`src/rtl/riscv_v_writeback_element.sv`:
```
// -----------------------------------------------------------------------------
// riscv_v_writeback_element
//
// Vector writeback element. It takes one ALU result per register and builds
// per-byte write enables from the element size, vl and vstart. It queues the
// result in a 2-entry FIFO and presents it to the vector register file write
// port through a valid/ready handshake. It also publishes a scoreboard of
// destination registers that still have a buffered write, so issue logic can
// stall on RAW hazards.
//
// Optional feature macro: RISCV_V_WB_BYPASS_EN
//   When defined, a result arriving at an empty buffer is forwarded to the
//   write port combinationally in the same cycle. It is only stored if the VRF
//   does not take it in that cycle.
//   When undefined, results always reach the write port one cycle after they
//   are accepted.
//
// Parameters
//   DATA_W     vector register width in bits
//   NUM_BYTES  bytes per register (byte-enable width)
//   LEN_W      width of len / vstart (range 0..NUM_BYTES)
//
// Ports
//   clk, rst_n   clock (rising edge), asynchronous active-low reset
//   in_valid     ALU result valid
//   in_ready     writeback can accept (buffer not full)
//   in_data      result data
//   in_vd        destination register index
//   in_osize     element size: 0=8b .. 4=128b, 5..7 illegal
//   in_len       vl in elements
//   in_vstart    first element to write
//   flush        synchronous discard of all buffered entries
//   wr_valid     VRF write request
//   wr_ready     VRF accepts the write
//   wr_vd        VRF write index
//   wr_data      VRF write data
//   wr_be        VRF byte enables
//   pending_vd   bit k set while a buffered entry targets vk
//   err_osize    one-cycle pulse after an accepted illegal osize
// -----------------------------------------------------------------------------
module riscv_v_writeback_element #(
    parameter int DATA_W    = 128,
    parameter int NUM_BYTES = DATA_W / 8,
    parameter int LEN_W     = $clog2(NUM_BYTES) + 1
) (
    input  logic                 clk,
    input  logic                 rst_n,
    input  logic                 in_valid,
    output logic                 in_ready,
    input  logic [DATA_W-1:0]    in_data,
    input  logic [4:0]           in_vd,
    input  logic [2:0]           in_osize,
    input  logic [LEN_W-1:0]     in_len,
    input  logic [LEN_W-1:0]     in_vstart,
    input  logic                 flush,
    output logic                 wr_valid,
    input  logic                 wr_ready,
    output logic [4:0]           wr_vd,
    output logic [DATA_W-1:0]    wr_data,
    output logic [NUM_BYTES-1:0] wr_be,
    output logic [31:0]          pending_vd,
    output logic                 err_osize
);

    // FIFO storage: data fields are not reset; validity comes from the count.
    logic [DATA_W-1:0]    r_data [2];
    logic [4:0]           r_vd   [2];
    logic [NUM_BYTES-1:0] r_be   [2];

    logic       r_wptr;
    logic       r_rptr;
    logic [1:0] r_count;
    logic       r_err;

    logic [NUM_BYTES-1:0] w_be;
    logic                 w_be_any;
    logic                 w_osize_bad;
    logic                 w_accept;
    logic                 w_push;
    logic                 w_pop;
    logic                 w_head_vld;
    logic                 w_byp;
    logic [1:0]           w_slot_vld;

    // ------------------------------------------------------------------
    // Byte-enable generation
    // ------------------------------------------------------------------
    assign w_osize_bad = (in_osize > 3'd4);

    // Byte b belongs to element (b >> osize). It is written when that element
    // lies in [vstart, len).
    always_comb begin
        w_be = '0;
        if (!w_osize_bad) begin
            for (int b = 0; b < NUM_BYTES; b++) begin
                if ((LEN_W'(b >> in_osize) >= in_vstart) &&
                    (LEN_W'(b >> in_osize) <  in_len)) begin
                    w_be[b] = 1'b1;
                end
            end
        end
    end

    assign w_be_any = |w_be;

    // ------------------------------------------------------------------
    // Handshake control
    // ------------------------------------------------------------------
    assign in_ready   = (r_count < 2'd2);
    assign w_accept   = in_valid && in_ready;
    assign w_head_vld = (r_count != 2'd0);
    assign w_pop      = w_head_vld && wr_ready;

`ifdef RISCV_V_WB_BYPASS_EN
    // Forward straight to the write port when nothing is queued ahead.
    assign w_byp  = (r_count == 2'd0) && !flush && in_valid && w_be_any;
    // A bypassed item taken by the VRF in the same cycle is never stored.
    assign w_push = w_accept && w_be_any && !flush && !(w_byp && wr_ready);
`else
    assign w_byp  = 1'b0;
    // Empty masks are consumed without occupying a slot.
    assign w_push = w_accept && w_be_any && !flush;
`endif

    // ------------------------------------------------------------------
    // Pointer / count / error state
    // ------------------------------------------------------------------
    always_ff @(posedge clk or negedge rst_n) begin
        if (!rst_n) begin
            r_wptr  <= 1'b0;
            r_rptr  <= 1'b0;
            r_count <= 2'd0;
            r_err   <= 1'b0;
        end else begin
            // The error pulse reports the accept even when a flush drops it.
            r_err <= w_accept && w_osize_bad;
            if (flush) begin
                // A flush wins over push and pop. A pop in this cycle already
                // completed on the VRF side and is not repeated.
                r_wptr  <= 1'b0;
                r_rptr  <= 1'b0;
                r_count <= 2'd0;
            end else begin
                if (w_push) begin
                    r_wptr <= ~r_wptr;
                end
                if (w_pop) begin
                    r_rptr <= ~r_rptr;
                end
                case ({w_push, w_pop})
                    2'b10:   r_count <= r_count + 2'd1;
                    2'b01:   r_count <= r_count - 2'd1;
                    default: r_count <= r_count;
                endcase
            end
        end
    end

    // ------------------------------------------------------------------
    // Entry storage
    // ------------------------------------------------------------------
    always_ff @(posedge clk) begin
        if (w_push) begin
            r_data[r_wptr] <= in_data;
            r_vd[r_wptr]   <= in_vd;
            r_be[r_wptr]   <= w_be;
        end
    end

    // ------------------------------------------------------------------
    // Scoreboard: derived only from registered state, so it changes at the
    // same edge as the storage and clears at once on reset.
    // ------------------------------------------------------------------
    assign w_slot_vld[0] = (r_count == 2'd2) || ((r_count == 2'd1) && (r_rptr == 1'b0));
    assign w_slot_vld[1] = (r_count == 2'd2) || ((r_count == 2'd1) && (r_rptr == 1'b1));

    always_comb begin
        pending_vd = '0;
        if (w_slot_vld[0]) begin
            pending_vd = pending_vd | (32'd1 << r_vd[0]);
        end
        if (w_slot_vld[1]) begin
            pending_vd = pending_vd | (32'd1 << r_vd[1]);
        end
    end

    // ------------------------------------------------------------------
    // Write port: the head entry, or the live input when bypassing. Fields
    // read zero while nothing is offered, including during reset.
    // ------------------------------------------------------------------
    always_comb begin
        wr_valid = w_head_vld;
        wr_vd    = '0;
        wr_data  = '0;
        wr_be    = '0;
        if (w_head_vld) begin
            wr_vd   = r_vd[r_rptr];
            wr_data = r_data[r_rptr];
            wr_be   = r_be[r_rptr];
        end else if (w_byp) begin
            wr_valid = 1'b1;
            wr_vd    = in_vd;
            wr_data  = in_data;
            wr_be    = w_be;
        end
    end

    assign err_osize = r_err;

endmodule

```
`config.mk`:
```
export PLATFORM = sky130hd
export DESIGN_NAME = riscv_v_writeback_element
export DESIGN_NICKNAME = d
export VERILOG_FILES = /design/src/rtl/riscv_v_writeback_element.sv
export SDC_FILE = /design/constraint.sdc
export NUM_CORES = 1
export LEC_CHECK = 0
export ABC_CLOCK_PERIOD_IN_PS = 4600
export CAP_MARGIN = 25
export CORE_MARGIN = 4
export CORE_UTILIZATION = 28
export CTS_CLUSTER_DIAMETER = 50
export CTS_CLUSTER_SIZE = 24
export DETAILED_ROUTE_END_ITERATION = 8
export HOLD_SLACK_MARGIN = 0.12
export SLEW_MARGIN = 15
export SYNTH_ARGS = -nofsm -noshare
export SYNTH_HDL_FRONTEND = slang
export SYNTH_SLANG_ARGS = --single-unit
```
`constraint.sdc`:
```
create_clock -name clk -period 4.6 [get_ports clk]
set_input_delay 0.46 -clock clk [delete_from_list [all_inputs] [get_ports clk]]
set_output_delay 0.46 -clock clk [all_outputs]
set_load 0.01 [all_outputs]
```
Yosys cells after proc, flatten, opt, wreduce, memory -nomap -nowiden

Memories as Yosys holds them, arrays and structs flattened.
Cells that the tools add are included.

Memory bits (writable): 298
Output and inout port bits: 184
Word-level logic and storage cells: 130
Memories: 3
Register bits after elaboration: 5
Input bits: 151

Memories:

| memory | words | width | rd ports | clocked after memory_dff | write ports | line | RTL |
|---|---|---|---|---|---|---|---|
| r_data | 2     | 128   | 1        | 0                        | 1           | 66   | `logic [DATA_W-1:0] r_data [2];` |
| r_be   | 2     | 16    | 1        | 0                        | 1           | 68   | `logic [NUM_BYTES-1:0] r_be [2];` |
| r_vd   | 2     | 5     | 3        | 0                        | 1           | 67   | `logic [4:0] r_vd [2];` |

Multiplexer cells: 31
Add/subtract/negate cells: 2
Reduce and logical (&&, ||, !) cells: 31
Equal/unequal tests: 4
Magnitude comparators: 34
Bitwise operators: 3
Shifts and indexed selects: 18

Operators by type and width:

| operator               | count |
|---|---|
| $mux W128              | 1 |
| $ge A5 B5 Y1           | 16 |
| $lt A5 B5 Y1           | 16 |
| $mux W32               | 2 |
| $shl A1 B5 Y32 const A | 2 |
| $shr A4 B3 Y5 const A  | 8 |
| $mux W16               | 2 |
| $or A32 B32 Y32        | 1 |
| $logic_and A1 B1 Y1    | 23 |
| $mux W1                | 23 |
| $shr A3 B3 Y5 const A  | 4 |
| $reduce_or A16 Y1      | 1 |
| $shr A1 B3 Y5 const A  | 2 |
| $shr A2 B3 Y5 const A  | 2 |
| $reduce_bool A2 Y1     | 3 |
| $mux W5                | 1 |
| $eq A2 B1 Y1 const B   | 2 |
| $eq A2 B2 Y1 const B   | 2 |
| $pmux W2 S2            | 1 |
| $gt A3 B3 Y1 const B   | 1 |
| $reduce_bool A3 Y1     | 1 |
| $add A2 B1 Y2 const B  | 1 |
| $logic_or A1 B1 Y1     | 2 |
| $lt A2 B2 Y1 const B   | 1 |
| other kinds (4)        | 5 |

Depth between registers and ports, before layout

Depth after elaboration: 11
Mapped depth: 12

Least setup slack after synthesis

Ideal clock, no wire load.

Kind: input to register
Start: in in_osize[0]
End: mem r_be[1][0] (netlist bit) (enable)
Cell stages on the path: 11
Path slack: -1.848 ns
Arrival: 5.921 ns
Required time: 4.073 ns
Setup time: 0.527 ns
Cells stage by stage: inv_1 -> ha_1 -> nor2b_1 -> ha_1 -> nor2b_1 -> and2_1 -> a31oi_1 -> nor3_1 -> nor4b_4 -> a21oi_2 -> and3b_1

Word-level cells in the longest chain between the ends: 10

RTL lines:

| element                                      | line   | RTL |
|---|---|---|
| from (decl)                                  | 52     | `input logic [2:0] in_osize,` |
| $shr A4 B3 Y5                                | 96, 97 |  |
| $ge A5 B5 Y1 or $lt A5 B5 Y1 (tied branches) | 96, 97 |  |
| $logic_and A1 B1 Y1                          | 96     | `if ((LEN_W'(b >> in_osize) >= in_vstart) &&` |
| $mux W1                                      | 96     |  |
| $mux W16 (*)                                 | 94     | `if (!w_osize_bad) begin` |
| named net w_be[11]                           | 75     | `logic [NUM_BYTES-1:0] w_be;` |
| $reduce_or A16 Y1 (*)                        | 104    | `assign w_be_any = \|w_be;` |
| $logic_and A1 B1 Y1 (*) (2 in series)        | 122    | `assign w_push = w_accept && w_be_any && !flush;` |
| $mux W1 (*)                                  | 163    | `if (w_push) begin` |
| $mux W1 (not written as such) (*)            | 166    | `r_be[r_wptr] <= w_be;` |
| to (decl)                                    | 68     |  |

The timed path passes the listed nets; every way through them passes the cells marked *.

Worst setup path after layout

Start: in in_osize[0]
End: mem r_data[1][8] (enable)

Word-level cells in the longest chain between the ends: 10

RTL lines:

| element                                      | line   | RTL |
|---|---|---|
| $shr A4 B3 Y5                                | 96, 97 |  |
| $ge A5 B5 Y1 or $lt A5 B5 Y1 (tied branches) | 96, 97 |  |
| $logic_and A1 B1 Y1                          | 96     |  |
| $mux W1                                      | 96     |  |
| $mux W16 (*)                                 | 94     |  |
| named net w_be[8]                            | 75     |  |
| $reduce_or A16 Y1 (*)                        | 104    |  |
| $logic_and A1 B1 Y1 (*) (2 in series)        | 122    |  |
| $mux W1 (*)                                  | 163    |  |
| $mux W1 (not written as such) (*)            | 164    | `r_data[r_wptr] <= in_data;` |
| to (decl)                                    | 66     |  |

Marks and branches as above.

==> flow_metrics.py <==
metrics = {
    "synth": {
        "synth-edff-count": 298,
        "synth_area_leaders": "edfxtp_1 (66%), mux2i_1 (11%), nor2_1 (4.6%)",
        "synthArstFlopShare_pct": 1.65,
        "netlist_area_sq_um": 13500,
        "syn-num-nets": 1147,
        "synth_common_cells": "edfxtp_1 (298), nor2_1 (165), mux2i_1 (149), ha_1 (43), o22ai_1 (26)",
        "synth-seq-cells": 303,
        "synth-main-ff-cell": "edfxtp_1",
        "yosysMostFrequentCell": "edfxtp_1",
        "netlist_instances": 953,
        "yosys.area.top_type": "edfxtp_1",
        "yosysWarnings": 0,
        "synth.top_cell.area_share_pct": 66.2,
        "synth_cell_types": 63,
        "ys_seq_area_share_pct": 67.2,
        "syn_avg_cell_area_sq_um": 14.2,
    },
    "grt": {
        "grt_pass1_wl_um": 54200,
        "grt_pass1_vias": 9056,
        "grt_usage_pct": 13.6,
        "antenna_found_initial": 4,
        "grt_max_degree": 59,
        "grt_overflow_total": 0,
    },
    "setup_path": {
        "path_cells": "clkdlybuf4s50_1 > buf_4 > ha_1 > nor2b_1 > ha_1 > a21o_1 > a221oi_2 > nor3_1 > or3_1 > nor4_4 > a21oi_2 > and3b_4 > buf_12",
        "cp.required_ns": 4.84,
        "cp_common_cell": "ha_1",
        "crit_path_start": "in_osize[0]",
        "cpPeakStageDelay_ns": 0.47,
        "cp.arrival_ns": 4.11,
        "r2r-start": "r_count[1]$_DFFE_PN0P_",
        "crit_path_end_kind": "register",
        "cpMaxStageDelayCell": "clkdlybuf4s50_1",
        "startpoint_type": "input port",
        "worst-path-max-fanout": 49,
        "worst-setup-path-type": "input port to register",
    },
    "clock_tree": {
        "cts-hold-fix-buffers": 0,
        "ctsResizeCount": 0,
        "cts_root_buf": "clkbuf_16",
        "clockBufferDepth": 3,
        "cts_tree": "yes",
        "cts.sinks": 303,
        "clk_pin_slew_ns": 0.06,
        "htree_levels": 2,
        "post_cts_buffers": 0,
        "numCtsBuffers": 34,
        "clock_latency_ns": 0.54,
    },
    "route": {
        "viasPerCell": 4.65,
        "ant_nets": 0,
        "num_vias": 9051,
        "drcViolationCount": 0,
        "first_pass_iters": 6,
        "wl_per_cell_um": 19.2,
        "drt_wl_total_um": 37300,
        "drt_iter0_drc": 640,
    },
    "timing": {
        "whs_ns": 0.176,
        "fin_skew_ns": 0.0256,
        "period_share_pct": 84.2,
        "setup_tns_ns": 0,
        "rsz0062_at_grt": "no",
        "clock.fmax_mhz": 258,
        "fin_ws_ns": 0.728,
        "slew_viol_final": 0,
        "hold_viol": 0,
        "setup_violations": 0,
        "worst_pin_slew_ns": 0.705,
        "slew_headroom_pct": 53.0,
        "final.min_clock_period_ns": 3.87,
    },
    "pwr": {
        "total_power_mw": 9.31,
        "power_density_nw_per_um2": 492,
        "p_int_mw": 6.36,
        "p_sw_share_pct": 31.7,
        "leakagePower_nw": 6.33,
        "pwr-share-clk_pct": 29.5,
        "p_sw_mw": 2.95,
        "seqPwrFrac_pct": 35.9,
        "power_frac_comb_pct": 34.6,
        "vdd_drop_max_mv": 0.225,
    },
    "floorplanning": {
        "ios": 335,
        "die_h_um": 228,
        "dieArea_sq_um": 51800,
        "initial_core_util_pct": 28.3,
        "core_area_sq_um": 47700,
        "die_x_um": 228,
        "num_rows": 80,
    },
    "placement": {
        "placed_cells": 1881,
        "port_buffers": 334,
        "dpl_cell_area_sq_um": 17800,
        "place_ws_ns": 0.223,
        "dp_hpwl_um": 26800,
        "gp_congestion": 0.891,
    },
    "finish": {
        "final_cell_area_sq_um": 18900,
        "syn2layout_area_growth_pct": 40.2,
        "final-instance-count-excl-fill": 1945,
        "finish.net_count": 1496,
        "drive_above_1_share_pct": 8.29,
        "post-route-util_pct": 39.7,
    },
    "min_path": {
        "holdCritPathClass": "input port to asynchronous set/reset pin",
    },
    "run_status": {
        "status": "finished, final reports clean",
    },
    "flow_run": {
        "cap_violations": 0,
    },
}
==> area by class of cell <==
| type | count | area [sq um] |
|---|---|---|
| Fill cell | 4519 | 28800 |
| Timing Repair Buffer | 358 | 3640 |
| Sequential cell | 303 | 9080 |
| Antenna cell | 3 | 7.51 |
| Tap cell | 615 | 769 |
| Inverter | 20 | 75.1 |
| Clock buffer | 37 | 883 |
| Multi-Input combinational cell | 585 | 4210 |
| Clock inverter | 24 | 290 |
==> cells by family (layout without fill, tap and decap cells) <==
family	after synthesis	count (layout)	share of synthesized area (%)
other	0	3	0
flip-flops	303	303	67.2
adder cells (fa/ha/maj)	46	46	4.20
buffers and inverters	65	439	1.83
AO/OA/AOI/OAI	90	90	4.66
XOR/XNOR	2	2	0.130
multiplexers	151	151	11.2
AND/OR/NAND/NOR	296	296	10.8
==> flip-flops by register name, indices dropped and copies added, names as in the netlist <==
signal / count
r_count: 2
r_rptr: 1
r_data: 256
r_be: 32
r_vd: 10
r_wptr: 1
err_osize: 1
==> placed cells by master, fill, tap and decap left out, types with 3 or more instances in the layout <==
cell type        instances
clkdlybuf4s50_1        334
diode_2                  3
buf_4                   15
inv_6                    6
or3_1                    3
clkinv_8                 5
maj3_1                   3
a21o_1                   5
inv_12                   3
and2_1                   5
dfrtp_1                  4
o21ai_0                  8
buf_12                   9
a21oi_1                 19
ha_1                    42
nand4b_1                 4
nand2_1                 23
nor3_1                  11
edfxtp_1               298
inv_1                   20
o32ai_1                  8
nor2b_1                 24
mux2i_1                149
nor2_1                 165
a31oi_1                  4
o22ai_1                 26
nand2b_1                20
or2_2                    9
clkbuf_16               35
nand3_1                  8
==> final timing paths <==
| path | end | slack, ns | cells after the start |
|---|---|---|---|
| worst min register to register | r_wptr$_DFFE_PN0P_ | 0.65 | 2 |
| worst max-delay path | r_data[1][8]$_DFFE_PP_ | 0.73 | 13 |
| min in group clk | r_data[0][66]$_DFFE_PP_ | 0.50 | 1 |
| worst min-delay path | r_rptr$_DFFE_PN0P_ | 0.18 | 1 |
| worst max register to register | r_count[0]$_DFFE_PN0P_ | 2.02 | 7 |
| max in group asynchronous | r_rptr$_DFFE_PN0P_ | 4.18 | 1 |
==> critical path, delay by kind of cell <==
family	cells	cell delay, ns
compound gates	3	0.65
fa+ha+maj	2	0.50
buf+inv	3	0.81
simple gates	5	1.60
==> power groups by stage <==
stage	Combinational, mW	Sequential, mW	Clock, mW
after global placement	3.28	3.40	0
after detailed placement	3.29	3.41	0
after CTS	3.30	3.35	2.85
final	3.22	3.34	2.75
after floorplan	1.58	3.34	0
after global routing	3.48	3.36	2.97
==> per-layer routing <==
| metal | global-route usage, % | routed length (um) |
|---|---|---|
| met5 | 0 | 11 |
| met4 | 3.79 | 922 |
| met3 | 3.74 | 2790 |
| met2 | 22.3 | 17500 |
| met1 | 17.8 | 16100 |
Note: power is estimated with default switching activity, not from simulation.
